$ cat src/rtl/easyaxi_slv_wr_ctrl_pkg.sv
// Shared types, widths and helpers for the AXI slave write controller.
package easyaxi_slv_wr_ctrl_pkg;

  localparam int unsigned AXI_ID_W   = 4;
  localparam int unsigned AXI_ADDR_W = 32;
  localparam int unsigned AXI_LEN_W  = 8;
  localparam int unsigned AXI_SIZE_W = 3;
  localparam int unsigned AXI_BURST_W = 2;
  localparam int unsigned AXI_USER_W = 4;
  localparam int unsigned AXI_DATA_W = 32;
  localparam int unsigned AXI_RESP_W = 2;

  typedef enum logic [AXI_BURST_W-1:0] {
    BURST_FIXED = 2'b00,
    BURST_INCR  = 2'b01,
    BURST_WRAP  = 2'b10
  } burst_e;

  // Encodings chosen so numeric order equals severity order.
  typedef enum logic [AXI_RESP_W-1:0] {
    RESP_OKAY   = 2'b00,
    RESP_SLVERR = 2'b10,
    RESP_DECERR = 2'b11
  } resp_e;

  typedef struct packed {
    logic [AXI_ID_W-1:0]   id;
    logic [AXI_ADDR_W-1:0] addr;
    logic [AXI_LEN_W-1:0]  len;
    logic [AXI_SIZE_W-1:0] size;
    burst_e                burst;
    logic [AXI_USER_W-1:0] user;
    logic                  dec;
  } aw_entry_t;

  typedef struct packed {
    logic [AXI_ID_W-1:0]   id;
    resp_e                 resp;
    logic [AXI_USER_W-1:0] user;
  } b_entry_t;

  function automatic resp_e resp_max(input resp_e a, input resp_e b);
    return (a > b) ? a : b;
  endfunction

  // Address of the beat following 'cur'; 'base' is the burst start address.
  function automatic logic [AXI_ADDR_W-1:0] beat_next_addr(
    input logic [AXI_ADDR_W-1:0] cur,
    input logic [AXI_ADDR_W-1:0] base,
    input logic [AXI_LEN_W-1:0]  len,
    input logic [AXI_SIZE_W-1:0] size,
    input burst_e                burst
  );
    logic [AXI_ADDR_W-1:0] incr;
    logic [AXI_ADDR_W-1:0] total;
    logic [AXI_ADDR_W-1:0] bound;
    logic [AXI_ADDR_W-1:0] nxt;
    incr  = AXI_ADDR_W'(1) << size;
    total = (AXI_ADDR_W'(len) + AXI_ADDR_W'(1)) << size;
    bound = base & ~(total - AXI_ADDR_W'(1));
    nxt   = cur + incr;
    case (burst)
      BURST_FIXED: nxt = cur;
      BURST_WRAP:  if (nxt == bound + total) nxt = bound;
      default:     ;
    endcase
    return nxt;
  endfunction

endpackage

$ cat src/rtl/easyaxi_sync_fifo.sv
// Single-clock FIFO with registered head; push while full is allowed when popping.
module easyaxi_sync_fifo #(
  parameter int unsigned WIDTH = 8,
  parameter int unsigned DEPTH = 16
) (
  input  logic             clk,
  input  logic             rst_n,
  input  logic             push,
  input  logic [WIDTH-1:0] push_data,
  input  logic             pop,
  output logic             full,
  output logic             empty,
  output logic [WIDTH-1:0] head
);

  localparam int unsigned PW = $clog2(DEPTH);

  logic [PW:0]      wr_ptr_q, wr_ptr_d;
  logic [PW:0]      rd_ptr_q, rd_ptr_d;
  logic [WIDTH-1:0] mem_q [DEPTH];
  logic             do_push;
  logic             do_pop;

  assign empty   = (wr_ptr_q == rd_ptr_q);
  assign full    = (wr_ptr_q[PW] != rd_ptr_q[PW]) && (wr_ptr_q[PW-1:0] == rd_ptr_q[PW-1:0]);
  assign do_pop  = pop & ~empty;
  assign do_push = push & (~full | do_pop);
  assign head    = mem_q[rd_ptr_q[PW-1:0]];

  // Pointer advance.
  always_comb begin
    wr_ptr_d = wr_ptr_q;
    rd_ptr_d = rd_ptr_q;
    if (do_push) wr_ptr_d = wr_ptr_q + 1'b1;
    if (do_pop)  rd_ptr_d = rd_ptr_q + 1'b1;
  end

  // Pointer registers.
  always_ff @(posedge clk or negedge rst_n) begin
    if (!rst_n) begin
      wr_ptr_q <= '0;
      rd_ptr_q <= '0;
    end else begin
      wr_ptr_q <= wr_ptr_d;
      rd_ptr_q <= rd_ptr_d;
    end
  end

  // Storage; contents are don't-care while empty so no reset is needed.
  always_ff @(posedge clk) begin
    if (do_push) mem_q[wr_ptr_q[PW-1:0]] <= push_data;
  end

endmodule

$ cat src/rtl/easyaxi_slv_wr_ctrl.sv
// AXI slave write controller: in-order AW queue, per-beat address generation
// onto a zero-latency memory write port, in-order B queue.
// Optional address decode with DECERR: define EASYAXI_SLV_WR_DECERR_EN.
module easyaxi_slv_wr_ctrl
  import easyaxi_slv_wr_ctrl_pkg::*;
#(
  parameter int unsigned           OST_DEPTH     = 16,
  parameter logic [AXI_ADDR_W-1:0] SLV_ADDR_BASE = '0,
  parameter logic [AXI_ADDR_W-1:0] SLV_ADDR_SIZE = 32'h1000
) (
  input  logic                    clk,
  input  logic                    rst_n,
  input  logic                    axi_slv_awvalid,
  output logic                    axi_slv_awready,
  input  logic [AXI_ID_W-1:0]     axi_slv_awid,
  input  logic [AXI_ADDR_W-1:0]   axi_slv_awaddr,
  input  logic [AXI_LEN_W-1:0]    axi_slv_awlen,
  input  logic [AXI_SIZE_W-1:0]   axi_slv_awsize,
  input  logic [AXI_BURST_W-1:0]  axi_slv_awburst,
  input  logic [AXI_USER_W-1:0]   axi_slv_awuser,
  input  logic                    axi_slv_wvalid,
  output logic                    axi_slv_wready,
  input  logic [AXI_DATA_W-1:0]   axi_slv_wdata,
  input  logic [AXI_DATA_W/8-1:0] axi_slv_wstrb,
  input  logic                    axi_slv_wlast,
  output logic                    axi_slv_bvalid,
  input  logic                    axi_slv_bready,
  output logic [AXI_ID_W-1:0]     axi_slv_bid,
  output logic [AXI_RESP_W-1:0]   axi_slv_bresp,
  output logic [AXI_USER_W-1:0]   axi_slv_buser,
  output logic                    mem_wen,
  output logic [AXI_ADDR_W-1:0]   mem_addr,
  output logic [AXI_DATA_W-1:0]   mem_wdata,
  output logic [AXI_DATA_W/8-1:0] mem_wstrb
);

  localparam int unsigned AW_BITS = $bits(aw_entry_t);
  localparam int unsigned B_BITS  = $bits(b_entry_t);

  logic                  aw_full, aw_empty, aw_push, aw_pop, aw_dec;
  logic                  b_full, b_empty, b_push, b_pop;
  logic [AW_BITS-1:0]    aw_head_raw;
  logic [B_BITS-1:0]     b_head_raw;
  aw_entry_t             aw_in, aw_head;
  b_entry_t              b_in, b_head;

  logic [AXI_LEN_W-1:0]  cnt_q, cnt_d;
  resp_e                 resp_q, resp_d;
  logic [AXI_ADDR_W-1:0] addr_q, addr_d;

  logic                  w_fire, last_beat;
  resp_e                 beat_resp, burst_resp;
  logic [AXI_ADDR_W-1:0] cur_addr;

`ifdef EASYAXI_SLV_WR_DECERR_EN
  localparam logic [AXI_ADDR_W:0] DEC_LO = {1'b0, SLV_ADDR_BASE};
  localparam logic [AXI_ADDR_W:0] DEC_HI = {1'b0, SLV_ADDR_BASE} + {1'b0, SLV_ADDR_SIZE};
  assign aw_dec = ({1'b0, axi_slv_awaddr} < DEC_LO) || ({1'b0, axi_slv_awaddr} >= DEC_HI);
`else
  logic unused_dec_params;
  assign aw_dec            = 1'b0;
  assign unused_dec_params = ^{SLV_ADDR_BASE, SLV_ADDR_SIZE};
`endif

  assign axi_slv_awready = ~aw_full;
  assign aw_push         = axi_slv_awvalid & ~aw_full;
  assign aw_head         = aw_entry_t'(aw_head_raw);

  // Pack the accepted AW request, with its decode result, for the AW queue.
  always_comb begin
    aw_in       = '0;
    aw_in.id    = axi_slv_awid;
    aw_in.addr  = axi_slv_awaddr;
    aw_in.len   = axi_slv_awlen;
    aw_in.size  = axi_slv_awsize;
    aw_in.burst = burst_e'(axi_slv_awburst);
    aw_in.user  = axi_slv_awuser;
    aw_in.dec   = aw_dec;
  end

  easyaxi_sync_fifo #(.WIDTH(AW_BITS), .DEPTH(OST_DEPTH)) u_aw_fifo (
    .clk       (clk),
    .rst_n     (rst_n),
    .push      (aw_push),
    .push_data (aw_in),
    .pop       (aw_pop),
    .full      (aw_full),
    .empty     (aw_empty),
    .head      (aw_head_raw)
  );

  // Beats are stalled while B is full so a burst end can never overflow B.
  assign axi_slv_wready = ~aw_empty & ~b_full;
  assign w_fire         = axi_slv_wvalid & axi_slv_wready;
  assign last_beat      = (cnt_q == aw_head.len);
  assign cur_addr       = (cnt_q == '0) ? aw_head.addr : addr_q;
  assign aw_pop         = w_fire & last_beat;
  assign b_push         = aw_pop;

  assign mem_wen   = w_fire & ~aw_head.dec;
  assign mem_addr  = cur_addr;
  assign mem_wdata = axi_slv_wdata;
  assign mem_wstrb = axi_slv_wstrb;

  // Beat sequencing: counter, running response, next beat address.
  always_comb begin
    cnt_d      = cnt_q;
    resp_d     = resp_q;
    addr_d     = addr_q;
    beat_resp  = (axi_slv_wlast != last_beat) ? RESP_SLVERR : RESP_OKAY;
    if (aw_head.dec) beat_resp = RESP_DECERR;
    burst_resp = resp_max(resp_q, beat_resp);
    b_in       = '0;
    b_in.id    = aw_head.id;
    b_in.resp  = burst_resp;
    b_in.user  = aw_head.user;
    if (w_fire) begin
      if (last_beat) begin
        cnt_d  = '0;
        resp_d = RESP_OKAY;
        addr_d = '0;
      end else begin
        cnt_d  = cnt_q + 8'd1;
        resp_d = burst_resp;
        addr_d = beat_next_addr(cur_addr, aw_head.addr, aw_head.len,
                                aw_head.size, aw_head.burst);
      end
    end
  end

  // Burst progress registers.
  always_ff @(posedge clk or negedge rst_n) begin
    if (!rst_n) begin
      cnt_q  <= '0;
      resp_q <= RESP_OKAY;
      addr_q <= '0;
    end else begin
      cnt_q  <= cnt_d;
      resp_q <= resp_d;
      addr_q <= addr_d;
    end
  end

  easyaxi_sync_fifo #(.WIDTH(B_BITS), .DEPTH(OST_DEPTH)) u_b_fifo (
    .clk       (clk),
    .rst_n     (rst_n),
    .push      (b_push),
    .push_data (b_in),
    .pop       (b_pop),
    .full      (b_full),
    .empty     (b_empty),
    .head      (b_head_raw)
  );

  assign b_head         = b_entry_t'(b_head_raw);
  assign axi_slv_bvalid = ~b_empty;
  assign b_pop          = ~b_empty & axi_slv_bready;
  // Payload forced to zero while idle so stale queue contents never show.
  assign axi_slv_bid    = b_empty ? '0 : b_head.id;
  assign axi_slv_bresp  = b_empty ? '0 : b_head.resp;
  assign axi_slv_buser  = b_empty ? '0 : b_head.user;

endmodule

$ cat config.mk
export PLATFORM = sky130hd
export DESIGN_NAME = easyaxi_slv_wr_ctrl
export DESIGN_NICKNAME = d
export VERILOG_FILES = /design/src/rtl/easyaxi_slv_wr_ctrl_pkg.sv /design/src/rtl/easyaxi_sync_fifo.sv /design/src/rtl/easyaxi_slv_wr_ctrl.sv
export SDC_FILE = /design/constraint.sdc
export NUM_CORES = 1
export LEC_CHECK = 0
export CAP_MARGIN = 40
export CORE_ASPECT_RATIO = 0.75
export CORE_UTILIZATION = 61
export CTS_CLUSTER_SIZE = 40
export DETAILED_ROUTE_END_ITERATION = 7
export PLACE_DENSITY = 0.8
export SYNTH_ARGS = -nofsm -noshare
export SYNTH_HDL_FRONTEND = slang
export SYNTH_SLANG_ARGS = --single-unit
$ cat constraint.sdc
create_clock -name clk -period 11 [get_ports clk]
set_input_delay 2.2 -clock clk [delete_from_list [all_inputs] [get_ports clk]]
set_output_delay 2.2 -clock clk [all_outputs]
set_load 0.005 [all_outputs]
## Word-level counts from Yosys, hierarchy flattened

Memories as Yosys holds them, arrays and structs flattened.
Index checks and enable logic that the tools add are counted.

- Register bits: 62
- Bits in writable memories: 1008
- Input bits: 95
- Word-level logic and storage cells: 70
- Memories: 2

- Add/sub/neg operators: 9
- Magnitude comparators: 1
- Eq/ne operators: 10
- Shift-type cells: 2
- Mux-type cells: 16
- Bitwise operators: 19
- Reduce and logical (&&, ||, !) cells: 4

Memory list:

| name | depth | width | rd ports | clocked after memory_dff | write ports | line | text |
|---|---|---|---|---|---|---|---|
| u_aw_fifo.mem_q | 16 | 53 | 1 | 0 | 1 | easyaxi_sync_fifo.sv:20 | `logic [WIDTH-1:0] mem_q [DEPTH];` |
| u_b_fifo.mem_q | 16 | 10 | 1 | 0 | 1 | easyaxi_sync_fifo.sv:20 |  |

Operator list:

| operator | number |
|---|---|
| 32-bit 2-to-1 mux | 3 |
| 32-bit adder | 2 |
| 32-bit case mux with 2 select lines | 1 |
| 32-bit AND | 1 |
| 32-bit equality test | 1 |
| 32-bit inverter | 1 |
| 1-bit by 3-bit << shifter with 32-bit output, first input constant | 1 |
| 9-bit by 3-bit << shifter with 32-bit output | 1 |
| 32-bit by 1-bit subtractor with 32-bit output, second input constant | 1 |
| 5-bit by 1-bit adder with 5-bit output, second input constant | 4 |
| 1-bit AND | 10 |
| 5-bit equality test | 2 |
| 2-bit 2-to-1 mux | 5 |
| 8-bit by 1-bit adder with 9-bit output, second input constant | 1 |
| 8-bit by 1-bit adder with 8-bit output, second input constant | 1 |
| 4-bit equality test | 2 |
| 8-bit equality test | 1 |
| 8-bit zero test | 1 |
| 4-bit 2-to-1 mux | 2 |
| 8-bit 2-to-1 mux | 1 |
| 1-bit 2-to-1 mux | 4 |
| 1-bit inverter | 4 |
| 1-bit inequality test | 3 |
| 2-bit equality test, second input constant | 1 |
| other kinds (5) | 7 |

## Longest topological paths before layout

Gate-level depths: netlist (run 1).

- Depth in word-level cells: 11
- Gate-level depth with buffers: 41
- Mapped depth without buffers: 33

## Hierarchy

A second synthesis (run 1) with hierarchy kept.

- Cells, all modules: 2976
- Area, all modules: 48884.4 µm²

By module, submodules not included:

| module | instances | cells an instance | area an instance (µm²) |
|---|---|---|---|
| easyaxi_sync_fifo (u_aw_fifo) | 1 | 1390 | 33000.4 |
| easyaxi_slv_wr_ctrl | 1 | 1267 | 9123.8 |
| easyaxi_sync_fifo (u_b_fifo) | 1 | 319 | 6760.2 |

## Worst setup path before layout (run 1)

OpenSTA, ideal clock, no wires.

- Path kind: register -> register
- Start: reg u_aw_fifo.rd_ptr_q[3]
- End: reg addr_q[3]
- Setup time: 0.122 ns
- Data arrival time: 9.070 ns
- Slack: 1.808 ns
- Cell stages (with the launch flop): 40
- Buffers on the path: 8
- Clock period less this slack: 9.192 ns
- Path through: dfrtp_1 inv_1 buf_2 buf_2 buf_2 buf_2 buf_2 buf_2 buf_1 mux2i_1 ha_1 inv_1 nor2_1 a32oi_1 o311a_1 mux2_2 a21o_1 nor2_2 (+4 left out) nand3_1 xnor2_1 a221oi_1 ha_1 a21o_1 a21oi_1 nor2_1 nor2_1 nor2_1 a2111oi_0 nand4_1 a2111oi_0 nand4_1 a2111oi_0 and4_2 nand2_2 or4_1 a32o_1

- Word-level cells in the longest chain between the ends: 11

Ends and longest elaborated chain:

| element | line | text |
|---|---|---|
| from (decl) | easyaxi_sync_fifo.sv:19 | `logic [PW:0] rd_ptr_q, rd_ptr_d;` |
| from (signal assigned) | easyaxi_sync_fifo.sv:45 | `rd_ptr_q <= rd_ptr_d;` |
| memory read 16 x 53 bit | - |  |
| 8-bit by 1-bit adder with 9-bit output | easyaxi_slv_wr_ctrl_pkg.sv:59 | `total = (AXI_ADDR_W'(len) + AXI_ADDR_W'(1)) << size;` |
| 9-bit by 3-bit << shifter with 32-bit output | easyaxi_slv_wr_ctrl_pkg.sv:59 |  |
| 32-bit by 1-bit subtractor with 32-bit output | easyaxi_slv_wr_ctrl_pkg.sv:60 | `bound = base & ~(total - AXI_ADDR_W'(1));` |
| 32-bit inverter | easyaxi_slv_wr_ctrl_pkg.sv:60 |  |
| 32-bit AND | easyaxi_slv_wr_ctrl_pkg.sv:60 |  |
| 32-bit adder | easyaxi_slv_wr_ctrl_pkg.sv:64 | `BURST_WRAP: if (nxt == bound + total) nxt = bound;` |
| 32-bit equality test | easyaxi_slv_wr_ctrl_pkg.sv:64 |  |
| 32-bit 2-to-1 mux | easyaxi_slv_wr_ctrl_pkg.sv:64 |  |
| 32-bit case mux with 2 select lines | easyaxi_slv_wr_ctrl_pkg.sv:62 | `case (burst)` |
| 32-bit 2-to-1 mux | easyaxi_slv_wr_ctrl.sv:118 | `if (last_beat) begin` |
| to (signal assigned) | easyaxi_slv_wr_ctrl.sv:140 | `addr_q <= addr_d;` |
| to (decl) | easyaxi_slv_wr_ctrl.sv:49 | `logic [AXI_ADDR_W-1:0] addr_q, addr_d;` |

Parallel ways exist; a longest one is shown, timed or not.
A chain may end at the register's enable or synchronous reset.

## Worst setup path after layout (run 1)

- Start: reg u_aw_fifo.rd_ptr_q[1]
- End: reg addr_q[3]

Same word-level chain as after synthesis.

==> flow_summary.html, run 1 <==
<table>
<tr><th>Metric</th><th>Value</th></tr>
<tr><th colspan="2">Run status</th></tr>
<tr><td>Result of the run</td><td>finished clean</td></tr>
<tr><th colspan="2">Final layout</th></tr>
<tr><td>Post-Route Utilization</td><td>0.689</td></tr>
<tr><td>Fraction of final layout cells with drive strength greater than 1</td><td>0.200</td></tr>
<tr><td>Final net count</td><td>3136</td></tr>
<tr><td>Post-Layout Inst Area</td><td>0.0535 sq mm</td></tr>
<tr><td>Number of standard cells in the layout, taps in and fillers out</td><td>4124</td></tr>
<tr><td>Area delta synth-&gt;final</td><td>10.8%</td></tr>
<tr><td>Fillers</td><td>4967</td></tr>
<tr><th colspan="2">Placement</th></tr>
<tr><td>Post-placement cell count</td><td>3940</td></tr>
<tr><td>Input/output buffers</td><td>104</td></tr>
<tr><td>Final weighted congestion of routability-driven global placement</td><td>1.01</td></tr>
<tr><td>HPWL after detailed placement</td><td>79.5 mm</td></tr>
<tr><td>Placed Area</td><td>0.0503 sq mm</td></tr>
<tr><th colspan="2">STA</th></tr>
<tr><td>Fin. Hold Viols</td><td>0</td></tr>
<tr><td>RSZ-0062 raised after global routing</td><td>no</td></tr>
<tr><td>Maximum clock frequency</td><td>97.3 MHz</td></tr>
<tr><td>Final Slew Violations</td><td>0</td></tr>
<tr><td>Hold_ws</td><td>0.495 ns</td></tr>
<tr><td>Setup violations, final</td><td>0</td></tr>
<tr><td>Final Critical Period</td><td>10.28 ns</td></tr>
<tr><td>Post-route fraction of the period consumed by the critical path</td><td>0.935</td></tr>
<tr><td>Transition at the pin with the smallest max-transition slack</td><td>1.06 ns</td></tr>
<tr><td>Fin Setup TNS</td><td>0 ns</td></tr>
<tr><td>Worst Skew</td><td>0.0432 ns</td></tr>
<tr><td>Tightest slew margin relative to the limit</td><td>0.293</td></tr>
<tr><th colspan="2">Worst setup path</th></tr>
<tr><td>Kind of launch point of the worst setup path</td><td>register</td></tr>
<tr><td>Worst Setup EP</td><td>addr_q[3]</td></tr>
<tr><td>End of the worst register-to-register path</td><td>addr_q[3]</td></tr>
<tr><td>Crit-path leading delay family</td><td>simple AND/OR/NAND/NOR gates</td></tr>
<tr><td>Most repeated library cell on the critical path</td><td>sky130_fd_sc_hd__nor2_1</td></tr>
<tr><td>Worst r2r path cells</td><td>33</td></tr>
<tr><td>R2r setup slk</td><td>0.72 ns</td></tr>
<tr><td>Worst-path maximum fanout</td><td>23</td></tr>
<tr><td>WP data arrival</td><td>10.84 ns</td></tr>
<tr><td>Buffers plus inverters on the worst setup path</td><td>2</td></tr>
<tr><td>Cell with the biggest individual delay on the critical path</td><td>sky130_fd_sc_hd__or4_4</td></tr>
<tr><td>Crit path depth</td><td>33</td></tr>
<tr><td>Crit path from</td><td>u_aw_fifo.rd_ptr_q[1]</td></tr>
<tr><td>Critical path endpoint category</td><td>register</td></tr>
<tr><td>CP Data Required Time</td><td>11.56 ns</td></tr>
<tr><td>Reg-to-reg startpoint</td><td>u_aw_fifo.rd_ptr_q[1]</td></tr>
<tr><td>Critical Path Max Stage Delay</td><td>0.69 ns</td></tr>
<tr><td>Critical path start-end classification</td><td>register to register</td></tr>
<tr><th colspan="2">Logic synthesis</th></tr>
<tr><td>Synthesized netlist cell count</td><td>2909</td></tr>
<tr><td>Prevailing post-synth register cell</td><td>sky130_fd_sc_hd__edfxtp_1</td></tr>
<tr><td>Area of the mapped netlist</td><td>0.0483 sq mm</td></tr>
<tr><td>Syn Nets</td><td>3038</td></tr>
<tr><td>Synth warnings</td><td>0</td></tr>
<tr><td>Proportion of netlist area held by the largest area contributor</td><td>0.627</td></tr>
<tr><td>Library cell occupying the most area in the post-synthesis netlist</td><td>sky130_fd_sc_hd__edfxtp_1</td></tr>
<tr><td>Number of distinct standard cells referenced by the synthesized netlist</td><td>120</td></tr>
<tr><td>#FFs+latches synth</td><td>1070</td></tr>
<tr><td>Share of async-settable or async-resettable flops after synthesis</td><td>0.0579</td></tr>
<tr><td>Post-synth EDFFs</td><td>1008</td></tr>
<tr><td>Synthesized area divided by synthesized cell count</td><td>16.6 sq um</td></tr>
<tr><td>Share of synthesized area occupied by flip-flops and latches</td><td>0.659</td></tr>
<tr><td>Ranking of synthesized cells by area</td><td>sky130_fd_sc_hd__edfxtp_1 63%, sky130_fd_sc_hd__mux4_2 12%, sky130_fd_sc_hd__dfrtp_1 3.2%, sky130_fd_sc_hd__nand2_1 1.5%, sky130_fd_sc_hd__xnor2_1 1.4%</td></tr>
<tr><th colspan="2">Route</th></tr>
<tr><td>DRC errors left</td><td>0</td></tr>
<tr><td>Mean routed wirelength per cell</td><td>32.0 um</td></tr>
<tr><td>Detailed-route via count</td><td>28854</td></tr>
<tr><td>Vias per std cell</td><td>7.00</td></tr>
<tr><td>Post-Route WL</td><td>132 mm</td></tr>
<tr><td>Number of search-and-repair iterations in the first detailed-routing pass</td><td>7</td></tr>
<tr><td>Final ANT Viol Nets</td><td>0</td></tr>
<tr><td>Iteration-0 DRC Markers</td><td>4151</td></tr>
<tr><th colspan="2">Floorplan</th></tr>
<tr><td>Standard-cell row count</td><td>88</td></tr>
<tr><td>Area of the core region</td><td>0.0776 sq mm</td></tr>
<tr><td>Die Wd</td><td>327 um</td></tr>
<tr><td>Initial core utilization</td><td>0.622</td></tr>
<tr><td>Die Span Y</td><td>246 um</td></tr>
<tr><td>Io pins</td><td>177</td></tr>
<tr><td>Total Die Area</td><td>0.0803 sq mm</td></tr>
<tr><th colspan="2">Global routing</th></tr>
<tr><td>Wire length of the first global-routing pass</td><td>191 mm</td></tr>
<tr><td>Total Routing Usage GR</td><td>0.330</td></tr>
<tr><td>Largest net degree at the start of global routing</td><td>57</td></tr>
<tr><td>Total overflow reported by the global router</td><td>0</td></tr>
<tr><td>Vias in the first global route</td><td>28084</td></tr>
<tr><td>Number of antenna violations at the first check in global routing</td><td>5</td></tr>
<tr><th colspan="2">Clock network</th></tr>
<tr><td>Clock net sink count</td><td>1070</td></tr>
<tr><td>Clock network latency to the later pin of the worst-skew pair</td><td>0.69 ns</td></tr>
<tr><td>Clock Root Buffer</td><td>sky130_fd_sc_hd__clkbuf_16</td></tr>
<tr><td>Number of hold buffers added after cts</td><td>0</td></tr>
<tr><td>Bufs on Longest Clock Path</td><td>3</td></tr>
<tr><td>Number of H-tree branching levels</td><td>3</td></tr>
<tr><td>Number of CTS-inserted buffers</td><td>98</td></tr>
<tr><td>CTS tree</td><td>yes</td></tr>
<tr><td>Clock edge transition at the registers on the reported setup and hold paths</td><td>0.07 ns</td></tr>
<tr><th colspan="2">Flow run</th></tr>
<tr><td>Max-Cap Viols</td><td>0</td></tr>
<tr><th colspan="2">Pwr</th></tr>
<tr><td>PwrDens</td><td>247 mW/mm^2</td></tr>
<tr><td>VDD IR max</td><td>0.168 mV</td></tr>
<tr><td>Leak</td><td>17.4 nW</td></tr>
<tr><th colspan="2">Worst hold path</th></tr>
<tr><td>Min-Delay Path Class</td><td>register to register</td></tr>
</table>
-- stage by stage --
stage | worst slack [ns] | power, mW
after global placement | 0.903 | 9.56
after CTS | 0.480 | 13.1
after global routing | 0.0820 | 13.6
after floorplan | 1.81 | 8.19
final | 0.720 | 13.2
after detailed placement | 0.535 | 9.69
-- routing by layer --
layer	part of all wire	vias to the layer above	wire length, um	global-route usage
li1	-	11804	-	-
met1	0.41	14822	53700	0.499
met2	0.46	1995	60100	0.496
met3	0.11	231	14800	0.0717
met4	0.024	2	3170	0.0807
met5	0.000099	-	13	0
-- registers in the layout, summed over array words and instances (netlist names) --
register            flops
addr_q                 32
cnt_q                   8
resp_q                  2
u_aw_fifo.mem_q       848
u_aw_fifo.rd_ptr_q      5
u_aw_fifo.wr_ptr_q      5
u_b_fifo.mem_q        160
u_b_fifo.rd_ptr_q       5
u_b_fifo.wr_ptr_q       5
-- logic make-up (layout without fill, tap and decap cells) --
kind of cell    after synthesis  count (layout)  synth area share
compound gates              417             417            0.0613
mux                         373             373             0.149
xor+xnor                    117             117            0.0221
flops                      1070            1070             0.659
fa+ha+maj                    34              34           0.00912
simple gates                666             666            0.0712
buf+inv                     232             408            0.0280
other cells                   0               4                 0
-- final cells by class --
cell class,count,area [sq um],share of cell area
inverters,54,205,0.00383
clock buffers,125,2580,0.0483
multi-input cells,1607,15200,0.285
diodes,4,10.0,0.000187
repair buffers,176,1760,0.0329
flip-flops and latches,1070,31800,0.595
clock inverters,53,571,0.0107
well taps,1035,1290,0.0242
-- how the worst min path moves through the flow --
stage	slack [ns]	end	start	depth (start not counted)
after floorplan	0.46	u_b_fifo.wr_ptr_q[4]	u_b_fifo.wr_ptr_q[4]	1
after global placement	0.47	u_b_fifo.wr_ptr_q[4]	u_b_fifo.wr_ptr_q[4]	1
after detailed placement	0.48	addr_q[3]	addr_q[3]	1
after CTS	0.50	u_aw_fifo.wr_ptr_q[4]	u_aw_fifo.wr_ptr_q[4]	1
after global routing	0.51	u_aw_fifo.wr_ptr_q[4]	u_aw_fifo.wr_ptr_q[4]	1
final	0.50	addr_q[3]	addr_q[3]	1
-- cells in the final DEF (no fill, tap or decap), drive strengths merged, types with 64 or more instances in the layout --
cell type      count
xnor2             81
nand2            199
buf               73
clkbuf           125
nor2             143
a21oi             96
mux4             272
clkdlybuf4s50    103
o21ai             91
edfxtp          1008
mux2i             64
-- Yosys cell counts (21+ instances only) --
| cell type | number |
|---|---|
| sky130_fd_sc_hd__edfxtp_1 | 1008 |
| sky130_fd_sc_hd__mux4_2 | 266 |
| sky130_fd_sc_hd__nand2_1 | 194 |
| sky130_fd_sc_hd__nor2_1 | 138 |
| sky130_fd_sc_hd__a21oi_1 | 93 |
| sky130_fd_sc_hd__xnor2_1 | 77 |
| sky130_fd_sc_hd__o21ai_0 | 73 |
| sky130_fd_sc_hd__mux2i_1 | 64 |
| sky130_fd_sc_hd__dfrtp_1 | 62 |
| sky130_fd_sc_hd__nand3_1 | 59 |
| sky130_fd_sc_hd__clkbuf_1 | 57 |
| sky130_fd_sc_hd__inv_1 | 49 |
| sky130_fd_sc_hd__buf_4 | 45 |
| sky130_fd_sc_hd__nor3_1 | 40 |
| sky130_fd_sc_hd__xor2_1 | 36 |
| sky130_fd_sc_hd__and2_1 | 35 |
| sky130_fd_sc_hd__mux2_2 | 35 |
| sky130_fd_sc_hd__ha_1 | 32 |
| sky130_fd_sc_hd__buf_2 | 31 |
| sky130_fd_sc_hd__nor2b_1 | 29 |
| sky130_fd_sc_hd__a211oi_1 | 27 |
| sky130_fd_sc_hd__and3_1 | 26 |
| sky130_fd_sc_hd__nor3b_1 | 21 |
-- worst register-to-register path: cells and delay by family, from the launching register on --
family | cells | cell delay [ns]
flip-flops | 1 | 0.60
AO/OA/AOI/OAI | 11 | 3.71
adder cells (fa/ha/maj) | 2 | 0.63
buffers and inverters | 2 | 0.31
multiplexers | 1 | 0.54
XOR/XNOR | 2 | 0.46
AND/OR/NAND/NOR | 15 | 3.93
-- timing repair --
action                                  4_1_cts  5_1_grt
resized for setup                             0        5
endpoints found under the setup margin        0       30
buffers inserted                              0        0
-- where the power goes --
group	switching (mW)	internal, mW
Sequential	0.193	4.92
Clock	1.51	1.89
Combinational	2.93	1.78
Note: power is estimated with default switching activity, not from simulation.
==> run 2, diff against run 1 <==
--- a/config.mk
+++ b/config.mk
@@ -6,11 +6,12 @@
 export NUM_CORES = 1
 export LEC_CHECK = 0
 export CAP_MARGIN = 40
-export CORE_ASPECT_RATIO = 0.75
+export CORE_ASPECT_RATIO = 0.6
 export CORE_UTILIZATION = 61
 export CTS_CLUSTER_SIZE = 40
 export DETAILED_ROUTE_END_ITERATION = 7
 export PLACE_DENSITY = 0.8
+export RECOVER_POWER = 25
 export SYNTH_ARGS = -nofsm -noshare
 export SYNTH_HDL_FRONTEND = slang
 export SYNTH_SLANG_ARGS = --single-unit
==> constraint.sdc (replaced) <==
create_clock -name clk -period 10 [get_ports clk]
set_input_delay 2 -clock clk [delete_from_list [all_inputs] [get_ports clk]]
set_output_delay 2 -clock clk [all_outputs]
set_load 0.005 [all_outputs]
==> run 2 against run 1 <==
Net effect: the flow now finishes with violations (capacitance limit, slew limit); via count is 2.2% higher; sequential share of layout area down 0.060 points; highest routed layer unchanged; clock power is 7.1% higher.
==> flow_summary.html, run 2 (same netlist as run 1, synthesis figures left out) <==
<table>
<tr><th>Metric</th><th>Value</th></tr>
<tr><th colspan="2">Run status</th></tr>
<tr><td>Result of the run</td><td>complete, but fails checks</td></tr>
<tr><td>Failing checks</td><td>capacitance limit, slew limit</td></tr>
<tr><th colspan="2">Clock network</th></tr>
<tr><td>Number of hold buffers added after cts</td><td>0 (unchanged)</td></tr>
<tr><td>Clock edge transition at the registers on the reported setup and hold paths</td><td>0.07 ns (about the same)</td></tr>
<tr><td>Number of H-tree branching levels</td><td>3 (unchanged)</td></tr>
<tr><td>Bufs on Longest Clock Path</td><td>3 (unchanged)</td></tr>
<tr><td>Number of CTS-inserted buffers</td><td>93 (-5.1%)</td></tr>
<tr><td>Clock net sink count</td><td>1070 (unchanged)</td></tr>
<tr><td>CTS tree</td><td>yes</td></tr>
<tr><td>Clock Root Buffer</td><td>sky130_fd_sc_hd__clkbuf_16</td></tr>
<tr><td>Clock network latency to the later pin of the worst-skew pair</td><td>0.70 ns (about the same)</td></tr>
<tr><th colspan="2">Global routing</th></tr>
<tr><td>Total overflow reported by the global router</td><td>0 (unchanged)</td></tr>
<tr><td>Number of antenna violations at the first check in global routing</td><td>15 (+10)</td></tr>
<tr><td>Total Routing Usage GR</td><td>0.352 (+0.0215)</td></tr>
<tr><td>Largest net degree at the start of global routing</td><td>156 (+170%)</td></tr>
<tr><td>Wire length of the first global-routing pass</td><td>199 mm (+4.4%)</td></tr>
<tr><td>Vias in the first global route</td><td>28705 (+2.2%)</td></tr>
<tr><th colspan="2">Route</th></tr>
<tr><td>Detailed-route via count</td><td>29477 (+2.2%)</td></tr>
<tr><td>Mean routed wirelength per cell</td><td>33.3 um (+4.2%)</td></tr>
<tr><td>DRC errors left</td><td>0 (unchanged)</td></tr>
<tr><td>Iteration-0 DRC Markers</td><td>4498 (+8.4%)</td></tr>
<tr><td>Number of search-and-repair iterations in the first detailed-routing pass</td><td>5 (-2)</td></tr>
<tr><td>Post-Route WL</td><td>139 mm (+5.2%)</td></tr>
<tr><td>Final ANT Viol Nets</td><td>0 (unchanged)</td></tr>
<tr><td>Vias per std cell</td><td>7.08 (+1.2%)</td></tr>
<tr><th colspan="2">STA</th></tr>
<tr><td>Worst Skew</td><td>0.0197 ns (-0.0235 ns)</td></tr>
<tr><td>Tightest slew margin relative to the limit</td><td>-1.54 (-1.83)</td></tr>
<tr><td>Final Critical Period</td><td>9.69 ns (-0.594 ns)</td></tr>
<tr><td>Post-route fraction of the period consumed by the critical path</td><td>0.969 (+0.0341)</td></tr>
<tr><td>Final worst-path setup slack</td><td>0.314 ns (-0.406 ns)</td></tr>
<tr><td>Maximum clock frequency</td><td>103 MHz (+6.1%)</td></tr>
<tr><td>Setup violations, final</td><td>0 (unchanged)</td></tr>
<tr><td>Fin. Hold Viols</td><td>0 (unchanged)</td></tr>
<tr><td>Transition at the pin with the smallest max-transition slack</td><td>3.81 ns (+2.75 ns)</td></tr>
<tr><td>Final Slew Violations</td><td>60 (+60)</td></tr>
<tr><td>Fin Setup TNS</td><td>0 ns (unchanged)</td></tr>
<tr><th colspan="2">Final layout</th></tr>
<tr><td>Final net count</td><td>3154 (+0.57%)</td></tr>
<tr><td>Highest-count cells in the layout ignoring fill and taps</td><td>1008 x sky130_fd_sc_hd__edfxtp_1, 266 x sky130_fd_sc_hd__mux4_2, 194 x sky130_fd_sc_hd__nand2_1</td></tr>
<tr><td>Combined flip-flop and latch cell area</td><td>0.0318 sq mm (unchanged)</td></tr>
<tr><td>Flip-flop count of the largest register after layout</td><td>848 (unchanged)</td></tr>
<tr><td>Area delta synth-&gt;final</td><td>10.9%</td></tr>
<tr><td>Fraction of final layout cells with drive strength greater than 1</td><td>0.205 (+0.00464)</td></tr>
<tr><td>Area taken by multi-input logic gates</td><td>0.0152 sq mm (-0.12%)</td></tr>
<tr><td>Fillers</td><td>4961 (-0.12%)</td></tr>
<tr><td>Leading cell type in the layout, fill and taps excluded</td><td>sky130_fd_sc_hd__edfxtp_1</td></tr>
<tr><th colspan="2">Floorplan</th></tr>
<tr><td>Area of the core region</td><td>0.0779 sq mm (+0.34%)</td></tr>
<tr><td>Die Wd</td><td>365 um (+12%)</td></tr>
<tr><td>Die Span Y</td><td>220 um (-10%)</td></tr>
<tr><td>Total Die Area</td><td>0.0803 sq mm (about the same)</td></tr>
<tr><td>Initial core utilization</td><td>0.620 (-0.00212)</td></tr>
<tr><td>Standard-cell row count</td><td>79 (-10%)</td></tr>
<tr><td>Io pins</td><td>177 (unchanged)</td></tr>
<tr><th colspan="2">Pwr</th></tr>
<tr><td>Clock power frac</td><td>0.250 (-0.007)</td></tr>
<tr><td>Leak</td><td>17.5 nW (+0.29%)</td></tr>
<tr><td>Proportion of power drawn by flip-flops and latches</td><td>0.386 (about the same)</td></tr>
<tr><td>Combinational cell fraction of total power</td><td>0.364 (+0.008)</td></tr>
<tr><td>P_sw</td><td>5.18 mW (+12%)</td></tr>
<tr><td>PwrDens</td><td>272 mW/mm^2 (+10%)</td></tr>
<tr><td>Internal cell power</td><td>9.40 mW (+9.5%)</td></tr>
<tr><td>VDD IR max</td><td>0.183 mV (+8.5%)</td></tr>
<tr><td>Sw Share</td><td>0.355 (+0.00459)</td></tr>
<tr><th colspan="2">Worst setup path</th></tr>
<tr><td>WP data arrival</td><td>10.24 ns (-0.60 ns)</td></tr>
<tr><td>Worst Setup EP</td><td>addr_q[13]</td></tr>
<tr><td>Reg-to-reg startpoint</td><td>u_aw_fifo.rd_ptr_q[0]</td></tr>
<tr><td>Kind of launch point of the worst setup path</td><td>register</td></tr>
<tr><td>Worst r2r path cells</td><td>24 (-27%)</td></tr>
<tr><td>Worst-path maximum fanout</td><td>101 (+340%)</td></tr>
<tr><td>Critical path endpoint category</td><td>register</td></tr>
<tr><td>Critical path start-end classification</td><td>register to register</td></tr>
<tr><td>End of the worst register-to-register path</td><td>addr_q[13]</td></tr>
<tr><td>CP Data Required Time</td><td>10.56 ns (-1.00 ns)</td></tr>
<tr><td>R2r setup slk</td><td>0.31 ns (-0.41 ns)</td></tr>
<tr><td>Crit path from</td><td>u_aw_fifo.rd_ptr_q[0]</td></tr>
<tr><th colspan="2">Placement</th></tr>
<tr><td>Input/output buffers</td><td>104 (unchanged)</td></tr>
<tr><td>HPWL after detailed placement</td><td>87.0 mm (+9.4%)</td></tr>
<tr><td>Minimum setup slack after placement</td><td>0.532 ns (-0.00316 ns)</td></tr>
<tr><td>Final weighted congestion of routability-driven global placement</td><td>1.09 (+8.1%)</td></tr>
<tr><th colspan="2">Worst hold path</th></tr>
<tr><td>Min-Delay Path Class</td><td>register to register</td></tr>
<tr><th colspan="2">Flow run</th></tr>
<tr><td>Max-Cap Viols</td><td>1 (+1)</td></tr>
</table>
[run 2: final cells by class]
class | count | area share
well taps | 1053 | 0.0246
multi-input cells | 1607 | 0.284
clock buffers | 116 | 0.0464
flip-flops and latches | 1070 | 0.594
inverters | 54 | 0.00383
diodes | 7 | 0.000327
clock inverters | 57 | 0.00986
repair buffers | 199 | 0.0363
[run 2: power by group through the flow]
stage / clock network (mW) / logic, mW / registers, mW
CTS: 3.66 / 5.16 / 5.62
global route: 3.83 / 5.58 / 5.65
detailed placement: 0 / 5.10 / 5.70
finish: 3.64 / 5.31 / 5.63
floorplan: 0 / 3.39 / 5.62
global placement: 0 / 4.98 / 5.67
[run 2: through the flow]
stage	instances	area [sq um]	hold slack (ns)	power, mW	util
2_1_floorplan	2909	48300	0.461	9.01	-
3_3_place_gp	3967	50200	0.474	10.7	0.645
3_5_place_dp	3980	50500	0.476	10.8	0.648
4_1_cts	4153	53500	0.489	14.4	0.687
5_1_grt	4160	53600	0.531	15.1	0.688
6_report	4163	53600	0.489	14.6	0.688
[run 2: routing by layer]
| layer | wire [um] | GRT usage | up-vias | part of all wire |
|---|---|---|---|---|
| li1 | - | - | 11840 | - |
| met1 | 55200 | 0.520 | 15133 | 0.40 |
| met2 | 61000 | 0.515 | 2177 | 0.44 |
| met3 | 18400 | 0.101 | 317 | 0.13 |
| met4 | 3940 | 0.0968 | 10 | 0.028 |
| met5 | 67 | 0 | - | 0.00048 |
[run 2: worst min path at each step]
stage	startpoint	to	slack, ns	cells past startpoint
2_1_floorplan	u_b_fifo.wr_ptr_q[4]	u_b_fifo.wr_ptr_q[4]	0.46	1
3_3_place_gp	u_b_fifo.wr_ptr_q[4]	u_b_fifo.wr_ptr_q[4]	0.47	1
3_5_place_dp	u_b_fifo.wr_ptr_q[4]	u_b_fifo.wr_ptr_q[4]	0.48	1
4_1_cts	u_b_fifo.wr_ptr_q[4]	u_b_fifo.wr_ptr_q[4]	0.49	1
5_1_grt	u_b_fifo.wr_ptr_q[4]	u_b_fifo.wr_ptr_q[4]	0.53	1
6_report	u_b_fifo.wr_ptr_q[4]	u_b_fifo.wr_ptr_q[4]	0.49	1
[run 2: repair_timing]
| item | in CTS | in global routing |
|---|---|---|
| setup endpoints to repair | 0 | 24 |
| setup buffers | 0 | 1 |
| gates resized for setup | 0 | 4 |
[run 2: worst max-delay path, cell delays in order, from the launching register on]
cell	delay, ns
sky130_fd_sc_hd__dfrtp_4	0.57
sky130_fd_sc_hd__buf_4	0.64
sky130_fd_sc_hd__buf_12	0.61
sky130_fd_sc_hd__mux4_2	0.62
sky130_fd_sc_hd__mux4_2	0.62
sky130_fd_sc_hd__inv_1	0.20
sky130_fd_sc_hd__o21ai_0	0.22
sky130_fd_sc_hd__ha_1	0.43
sky130_fd_sc_hd__o21ai_0	0.11
sky130_fd_sc_hd__a21oi_1	0.29
sky130_fd_sc_hd__o31a_1	0.21
sky130_fd_sc_hd__o221a_2	0.41
sky130_fd_sc_hd__nand4_1	0.48
sky130_fd_sc_hd__nor3b_2	0.31
sky130_fd_sc_hd__xor2_1	0.65
sky130_fd_sc_hd__nor2_1	0.15
sky130_fd_sc_hd__a211o_1	0.37
sky130_fd_sc_hd__nor2_1	0.29
sky130_fd_sc_hd__o221ai_1	0.17
sky130_fd_sc_hd__a211oi_1	0.53
sky130_fd_sc_hd__and4_2	0.44
sky130_fd_sc_hd__nand2_2	0.13
sky130_fd_sc_hd__buf_4	0.28
sky130_fd_sc_hd__o41ai_1	0.41
sky130_fd_sc_hd__o21ai_0	0.16
==> edit: new RTL, flow settings as in run 1 <==
The option `EASYAXI_SLV_WR_DECERR_EN` is turned on by a define.
--- a/src/rtl/easyaxi_slv_wr_ctrl.sv
+++ b/src/rtl/easyaxi_slv_wr_ctrl.sv
@@ -2,4 +2,6 @@
 // onto a zero-latency memory write port, in-order B queue.
 // Optional address decode with DECERR: define EASYAXI_SLV_WR_DECERR_EN.
+`define EASYAXI_SLV_WR_DECERR_EN
+
 module easyaxi_slv_wr_ctrl
   import easyaxi_slv_wr_ctrl_pkg::*;
Behaviour: not the same (Yosys sat finds a counterexample within 4 cycles, from zero or initial values and one cycle with rst_n low).
==> edit against run 1 <==
Synthesized area rose by 0.41%. Final cell count fell by 1.3%. Routed wire length fell by 2.9%. Design area rose by 0.26%. Count of clock-buffer cells in the layout fell by 3. Total power rose by 11%. Sequential cell count rose by 16. Setup slack improved by 0.51 ns. Hold slack got worse by 0.012 ns. Critical path type unchanged. Largest cell class unchanged.
==> edit: results (changes against run 1) <==
{
  "detailed_routing": {
    "via_per_inst": {"value": 6.95, "change": "-0.67%"},
    "first_iter_violations": {"value": 3655, "change": "-12%"},
    "wire_per_inst": {"value": 31.4, "unit": "µm", "change": "-1.6%"},
    "drt_first_pass_iters": {"value": 6, "change": "-1"}
  },
  "power": {
    "p_leak": {"value": 17.6, "unit": "nW", "change": "+0.83%"},
    "ir_worst_vdd": {"value": 0.000302, "unit": "V", "change": "+79%"}
  },
  "place": {
    "post-dp-hpwl": {"value": 76800, "unit": "µm", "change": "-3.3%"},
    "post-place-cells": {"value": 3891, "change": "-1.2%"},
    "finalWeightedCongestion": {"value": 0.975, "change": "-3.3%"}
  },
  "sta": {
    "finalClockSkew": {"value": 0.0219, "unit": "ns", "change": "-0.0213 ns"},
    "maxSlewHeadroom": {"value": 35.0, "unit": "%", "change": "+5.7 points"}
  },
  "logic_synthesis": {
    "mappedNetlistNets": {"value": 2972, "change": "-2.2%"},
    "synth_cell_type_count": {"value": 109, "change": "-9.2%"},
    "synth-edff-count": {"value": 1024, "change": "+1.6%"},
    "post_synth.cell_area_avg": {"value": 17.1, "unit": "µm²", "change": "+2.8%"},
    "synth.top_cells.by_area": "edfxtp_1, mux4_2, dfrtp_1",
    "synth-seq-area-share": {"value": 66.6, "unit": "%", "change": "+0.72 points"},
    "synth-async-reset-ratio": {"value": 5.71, "unit": "%", "change": "-0.085 points"},
    "synth_top_cells_by_count": "edfxtp_1, mux4_2, nand2_1",
    "synth_top_area_share": {"value": 63.4, "unit": "%", "change": "+0.73 points"}
  },
  "setup_path": {
    "cp_slowest_stage_delay": {"value": 0.85, "unit": "ns", "change": "+0.16 ns"},
    "critPathMaxFanout": {"value": 35, "change": "+52%"},
    "critical_path.slowest_cell": "dfrtp_4",
    "crit_path_arrival_time": {"value": 10.38, "unit": "ns", "change": "-0.46 ns"}
  },
  "final_layout": {
    "filler_cell_count": {"value": 4964, "change": "-0.060%"},
    "final_cell_count_no_fill": {"value": 4072, "change": "-1.3%"},
    "largest_register_ff_count": {"value": 864, "change": "+1.9%"},
    "layout-drive-gt1-share": {"value": 19.6, "unit": "%", "change": "-0.42 points"},
    "finish.net_count": {"value": 3075, "change": "-1.9%"}
  },
  "outcome": {
    "outcome": "complete, no violations"
  },
  "global_routing": {
    "grt_max_degree": {"value": 87, "change": "+53%"},
    "antenna_found_initial": {"value": 3, "change": "-2"},
    "grtUsageTotal": {"value": 32.2, "unit": "%", "change": "-0.77 points"},
    "first_global_vias": {"value": 28400, "change": "+1.2%"},
    "grt_first_pass_wirelength": {"value": 188000, "unit": "µm", "change": "-1.5%"}
  },
  "clock_network": {
    "tritoncts.num_buffers": {"value": 97, "change": "-1.0%"}
  }
}
## edit: cell count changes after synthesis, moves of 13 or more
cell	before	now
edfxtp_1	1008	1024
nor3b_1	21	8
nand3_1	59	40
mux2_2	35	21
nand2_1	194	167
o21ai_0	73	44
mux4_2	266	283
a211oi_1	27	14
mux2i_1	64	101
## edit: per-layer routing
layer / part of all wire [%] / wire length [µm] / track usage (%)
met2: 46 / 59500 / 49.4
met5: 0.010 / 13 / 0
met4: 2.6 / 3360 / 8.99
met3: 11 / 14100 / 7.57
met1: 40 / 51000 / 46.9
## edit: cell families after synthesis
family,count (synthesis),share of synthesized area (%)
DFF,1086,66.6
xor gates and xnor gates,122,2.24
buffers and inverters,227,2.66
and+or+nand+nor,580,6.04
muxes,410,15.9
AOI/OAI and AO/OA,380,5.61
adders and majority gates,36,0.960
## edit: per-stage QoR
step | utilization [%] | instance area, µm² | hold WS, ns | setup WS [ns]
final | 68.2 | 53700 | 0.483 | 1.23
after global routing | 68.2 | 53600 | 0.512 | 0.603
after CTS | 68.2 | 53600 | 0.483 | 1.35
after detailed placement | 64.3 | 50600 | 0.464 | 1.48
after global placement | 63.9 | 50200 | 0.459 | 1.55
after floorplan | - | 48500 | 0.441 | 2.50
## edit: worst paths after layout
kind	cells past startpoint	slack, ns	to	start
setup / recovery	30	1.23	addr_q[11]	u_aw_fifo.rd_ptr_q[1]
hold / removal	1	0.48	addr_q[7]	addr_q[7]
setup reg to reg	30	1.23	addr_q[11]	u_aw_fifo.rd_ptr_q[1]
hold reg to reg	1	0.48	addr_q[7]	addr_q[7]
max in group asynchronous	3	8.89	addr_q[25]	rst_n
min in group asynchronous	1	1.32	u_aw_fifo.rd_ptr_q[0]	rst_n
## edit: layout make-up
type                            instances  share of cell area (%)
Sequential cell                      1086                    60.2
Multi-Input combinational cell       1528                    27.9
Clock buffer                          122                    4.74
Timing Repair Buffer                  178                    3.32
Tap cell                             1046                    2.44
Clock inverter                         56                    1.02
Inverter                               53                   0.373
Antenna cell                            3                  0.0140
## edit: power breakdown
part	internal [mW]	leakage [nW]	switching (mW)
combinational	2.41	6.07	3.67
sequential	5.05	9.99	0.222
clock	1.82	1.50	1.52
total	9.28	17.6	5.41
## edit: worst max-delay path: cells and delay by family (launching register included)
kind	cells	cell delay (ns)
compound gates	7	1.64
xor+xnor	1	0.19
fa+ha+maj	3	1.06
buf+inv	3	0.70
flops	1	0.85
mux	5	2.07
simple gates	11	3.15
